<file path="src/rtl/seg7_scan_driver.sv">
// Eight-digit multiplexed 7-segment scan driver with a double-buffered frame.
// Optional blink support is compiled in with `define SEG7_BLINK_EN.
module seg7_scan_driver #(
  parameter int unsigned DIV = 100000
) (
  input  logic        clock,
  input  logic        reset,
  input  logic        load,
  input  logic [31:0] frame,
  input  logic [7:0]  blank,
`ifdef SEG7_BLINK_EN
  input  logic [7:0]  blink,
`endif
  output logic        ready,
  output logic [7:0]  an,
  output logic [6:0]  digit,
  output logic [2:0]  scan_idx
);

  localparam int unsigned PW = (DIV > 2) ? $clog2(DIV) : 1;
  localparam logic [PW-1:0] PMAX = PW'(DIV - 1);

  logic [PW-1:0] presc;
  logic          wrap;
  logic          boundary;

  logic          pend_valid;
  logic [31:0]   pend_frame;
  logic [7:0]    pend_blank;
  logic [31:0]   act_frame;
  logic [7:0]    act_blank;

  logic          accept;
  logic          xfer;

  logic [3:0]    code;
  logic          off;
  logic [7:0]    an_next;
  logic [6:0]    digit_next;

`ifdef SEG7_BLINK_EN
  logic [7:0]    pend_blink;
  logic [7:0]    act_blink;
  logic [5:0]    frame_cnt;
`endif

  assign wrap     = (presc == PMAX);
  assign boundary = wrap && (scan_idx == 3'd7);
  assign ready    = ~pend_valid;
  assign accept   = load && ready;
  assign xfer     = boundary && pend_valid;

  function automatic logic [6:0] glyph(input logic [3:0] c);
    logic [6:0] g;
    case (c)
      4'h0: g = 7'b1000000;
      4'h1: g = 7'b1111001;
      4'h2: g = 7'b0100100;
      4'h3: g = 7'b0110000;
      4'h4: g = 7'b0011001;
      4'h5: g = 7'b0010010;
      4'h6: g = 7'b0000010;
      4'h7: g = 7'b1111000;
      4'h8: g = 7'b0000000;
      4'h9: g = 7'b0010000;
      4'hA: g = 7'b0001000;
      4'hB: g = 7'b0000011;
      4'hC: g = 7'b1000110;
      4'hD: g = 7'b0100001;
      4'hE: g = 7'b0000110;
      default: g = 7'b0001110;
    endcase
    return g;
  endfunction

  // NOTE: sequential state uses non-blocking assignments so every register
  // samples pre-edge values regardless of statement order.
  always_ff @(posedge clock) begin
    if (reset) begin
      presc    <= '0;
      scan_idx <= 3'd0;
    end else if (wrap) begin
      presc    <= '0;
      scan_idx <= scan_idx + 3'd1;
    end else begin
      presc    <= presc + PW'(1);
    end
  end

  // An accept needs an empty pending slot and a transfer needs a full one,
  // so the two never coincide.
  always_ff @(posedge clock) begin
    if (reset) begin
      pend_valid <= 1'b0;
      act_frame  <= 32'd0;
      act_blank  <= 8'hFF;
    end else begin
      if (xfer) begin
        pend_valid <= 1'b0;
        act_frame  <= pend_frame;
        act_blank  <= pend_blank;
      end
      if (accept) begin
        pend_valid <= 1'b1;
      end
    end
  end

  // NOTE: pending data is not reset; pend_valid alone decides whether it is
  // ever used, so the payload needs no reset network.
  always_ff @(posedge clock) begin
    if (accept) begin
      pend_frame <= frame;
      pend_blank <= blank;
    end
  end

`ifdef SEG7_BLINK_EN
  always_ff @(posedge clock) begin
    if (accept) begin
      pend_blink <= blink;
    end
  end

  always_ff @(posedge clock) begin
    if (reset) begin
      act_blink <= 8'd0;
      frame_cnt <= 6'd0;
    end else begin
      if (xfer) begin
        act_blink <= pend_blink;
      end
      if (boundary) begin
        frame_cnt <= frame_cnt + 6'd1;
      end
    end
  end
`endif

  // NOTE: every always_comb output gets a default first so no path can
  // infer a latch.
  always_comb begin
    code       = act_frame[{scan_idx, 2'b00} +: 4];
    off        = act_blank[scan_idx];
`ifdef SEG7_BLINK_EN
    off        = off | (act_blink[scan_idx] & frame_cnt[5]);
`endif
    an_next    = 8'hFF;
    digit_next = 7'h7F;
    if (!off) begin
      an_next    = ~(8'd1 << scan_idx);
      digit_next = glyph(code);
    end
  end

  always_ff @(posedge clock) begin
    if (reset) begin
      an    <= 8'hFF;
      digit <= 7'h7F;
    end else begin
      an    <= an_next;
      digit <= digit_next;
    end
  end

endmodule
</file>
<file path="config.mk">
export PLATFORM = sky130hd
export DESIGN_NAME = seg7_scan_driver
export DESIGN_NICKNAME = d
export VERILOG_FILES = /design/src/rtl/seg7_scan_driver.sv
export SDC_FILE = /design/constraint.sdc
export NUM_CORES = 1
export LEC_CHECK = 0
export ABC_AREA = 0
export ABC_CLOCK_PERIOD_IN_PS = 5900
export BUFFER_PORTS_ARGS = -buffer_cell sky130_fd_sc_hd__buf_2
export CORE_MARGIN = 2
export CORE_UTILIZATION = 45
export CTS_CLUSTER_DIAMETER = 120
export DETAILED_ROUTE_END_ITERATION = 16
export GPL_TIMING_DRIVEN = 0
export SLEW_MARGIN = 40
export SYNTH_ARGS = -nofsm -noshare
export SYNTH_HDL_FRONTEND = slang
export SYNTH_SLANG_ARGS = --single-unit
</file>
<file path="constraint.sdc">
create_clock -name clock -period 5.9 [get_ports clock]
set_input_delay 0.885 -clock clock [delete_from_list [all_inputs] [get_ports clock]]
set_output_delay 0.885 -clock clock [all_outputs]
set_load 0.01 [all_outputs]
</file>
==> results.md <==
- Status: complete, no violations
- Seq cells post-synth: 116
- CP arrival: 3.13 ns
- Synthesis Warnings: 0
- Crit path launch type: register
- Minimum clock period: 2.756 ns
- Final nets: 543
- Sw frac: roughly 22%
- VDD IR max: 0.1746 mV
- Post-Route WL: 8.914 mm
- Initial DRC Count: 86
- Htree depth: 4
- Setup repair after global routing missed its margin: no
- Chip Width: 104.0 µm
- Number of remaining DRC errors: 0
- Most common cell in the netlist: nand2_1
- Clock sink total: 116
- CP Max Fanout: 10
- First-pass GRT wire length: ~15 mm
- Net Sw Power: 0.0004039 W
- CP required: 6.28 ns
- Setup CP Type: reg -> reg
- Layout area overhead: 23.09%
- Boundary Pins: 62
- F_max: 362.9 MHz
- Post-Synthesis Cells: 407
- Power share of the clock group: 51.2%
- Slew HR: between 60% and 70%
- HP Class: reg -> reg
- CTS clk-pin slew, worst paths: 0.06 ns
- Count of input and output buffers: 61
- Core region area: 9729 µm²
- Clk_lat worst skew: 0.52 ns
- Largest net degree at the start of global routing: 24
- Tcrit/Tclk final: 46.71%
- Max-cap viol count: 0
- TritonCTS clock tree: done
- Worst setup EP type: register
- Yosys cell types: 48
- All-Layer GR Usage: 18.08%
- Drt pass-1 iters: 4
- CTS buffer count: 17
- Routed len/inst: 14.06 µm
- Via density: 4.945
- Synthesized area: between 4000 and 5000 µm²
- Finished Core Util: a little under three fifths
- CTS Root Cell: clkbuf_8
- Post-CTS Setup Inserts: 0
- Asr flop ratio synth: 0%
- Initial antenna violation count: 0
- Syn_nets: 462
- Leak: 2.124 nW
- Endpoints failing hold: 0
- Slew @ Worst Pin: between 0.5 and 0.6 ns
- GRT Residual Overflow: 0
- Seq pwr share: 46.8%
- Largest area contributor in the netlist: dfxtp_1
- Total negative slack: 0 ns
- Post-synthesis sequential area ratio: a little over 60%
- Layout cells sized above 1: 23.55%
- Setup Skew: 0.008104 ns
- Row count: 36
- Maximum clock insertion buffer count: 2
- Post-DP HPWL: 6.201 mm
- Die Y: 104.0 µm
- Synth area leaders: dfxtp_1, edfxtp_1, nand2_1, a21oi_1, ha_1
- Routability cong.: between 0.8 and 0.9
- Logic pwr share: 2.0%
- Starting Density: a little under half
- # hold bufs at CTS: 0
- Number of flops mapped to enable cells by yosys: 40
- Via count of the first global-routing pass: about 3,100
- Avg Cell Area, Syn: 11.06 µm²
- Die area: roughly 11,000 µm²
- Post-synth top flop: dfxtp_1
- # setup viols final: 0
- Antenna-violating nets left: 0
- Final slew viol count: 0
- Post-synth top area share: about a third
- Internal power: 0.001422 W
- Synth cell count leaders: nand2_1, dfxtp_1, edfxtp_1, a21oi_1, nor2_1
- Ant diodes: 0
- Post-CTS resize count: 0
- PwrDens: 329.4 nW/µm²
- Post-route total power: about 0.0018 W
- Vias after detailed routing: 3,135
-- worst max-delay path, stage by stage, from the launching register on --
cell      delay (ns)
dfxtp_1         0.58
buf_6           0.24
mux4_2          0.53
mux2i_1         0.47
inv_1           0.16
ha_1            0.29
a211oi_1        0.23
o31ai_1         0.11
-- state kept, by name (all words and copies together), names as in the netlist --
name	cells
act_frame	32
pend_frame	32
presc	17
act_blank	8
an	8
pend_blank	8
digit	7
scan_idx	3
pend_valid	1
-- stage by stage --
step / worst slack [ns] / hold WS [ns] / cell area [µm²] / instances
2_1_floorplan: 2.783 / 0.4175 / 4503 / 407
3_3_place_gp: 2.147 / 0.4276 / 4975 / 601
3_5_place_dp: 3.148 / 0.4379 / 4997 / 602
4_1_cts: 3.137 / 0.4506 / 5543 / 634
5_1_grt: 2.976 / 0.4637 / 5543 / 634
6_report: 3.144 / 0.4493 / 5543 / 634
-- logic make-up after synthesis --
| kind of cell | after synthesis | share of synthesized area, % |
|---|---|---|
| AOI/OAI and AO/OA | 52 | 7.114 |
| xor gates and xnor gates | 16 | 3.112 |
| adders and majority gates | 12 | 3.334 |
| buffers and inverters | 30 | 3.084 |
| DFF | 116 | 60.46 |
| muxes | 20 | 7.141 |
| and+or+nand+nor | 161 | 15.75 |
-- worst paths after layout --
kind	startpoint	endpoint	slack (ns)	cells past startpoint
setup / recovery	scan_idx[0]	digit[0]	3.14	7
hold / removal	act_frame[29]	act_frame[29]	0.45	2
setup reg to reg	scan_idx[0]	digit[0]	3.14	7
hold reg to reg	act_frame[29]	act_frame[29]	0.45	2
-- layout by cell type (no fill, tap or decap), types with 2 or more instances in the layout --
cell,count
a21oi_1,35
and3_1,2
buf_2,73
clkbuf_1,6
clkbuf_16,16
clkinv_1,2
clkinv_2,3
clkinv_4,3
clkinvlp_4,4
dfxtp_1,76
edfxtp_1,40
ha_1,12
inv_1,8
inv_6,3
mux2_2,2
mux2i_1,9
mux4_1,4
mux4_2,4
nand2_1,99
nand2b_1,2
nand3_1,6
nand3b_1,8
nand4_1,2
nor2_1,23
nor3_1,6
nor4_1,3
nor4bb_1,2
o211ai_1,2
o21ai_1,2
o221ai_1,3
xnor2_1,8
xor2_1,8
-- cell type report --
type | instances | area (µm²)
Fill cell | 843 | 4187
Clock inverter | 15 | 131.4
Sequential cell | 116 | 2723
Inverter | 10 | 37.54
Multi-Input combinational cell | 261 | 1649
Buffer | 20 | 101.3
Clock buffer | 17 | 414.1
Timing Repair Buffer | 62 | 320.3
Tap cell | 133 | 166.4
-- metal layers --
layer | vias to the layer above | global-route usage [%] | wire length (µm)
met3 | 13 | 5.451 | 470
met2 | 67 | 29.79 | 4364
li1 | 1576 | - | -
met4 | 0 | 8.108 | 131
met5 | - | 0 | 0
met1 | 1479 | 21.91 | 3948
-- power by group through the flow --
stage | Sequential, W | Combinational [W] | Clock [W]
after floorplan | 0.000869 | 0.0000156 | 0
after global placement | 0.000872 | 0.0000334 | 0
after detailed placement | 0.000871 | 0.0000372 | 0
after CTS | 0.000854 | 0.0000375 | 0.000951
after global routing | 0.000855 | 0.0000414 | 0.000998
final | 0.000854 | 0.0000366 | 0.000935
(Power assumes the default switching activity.)
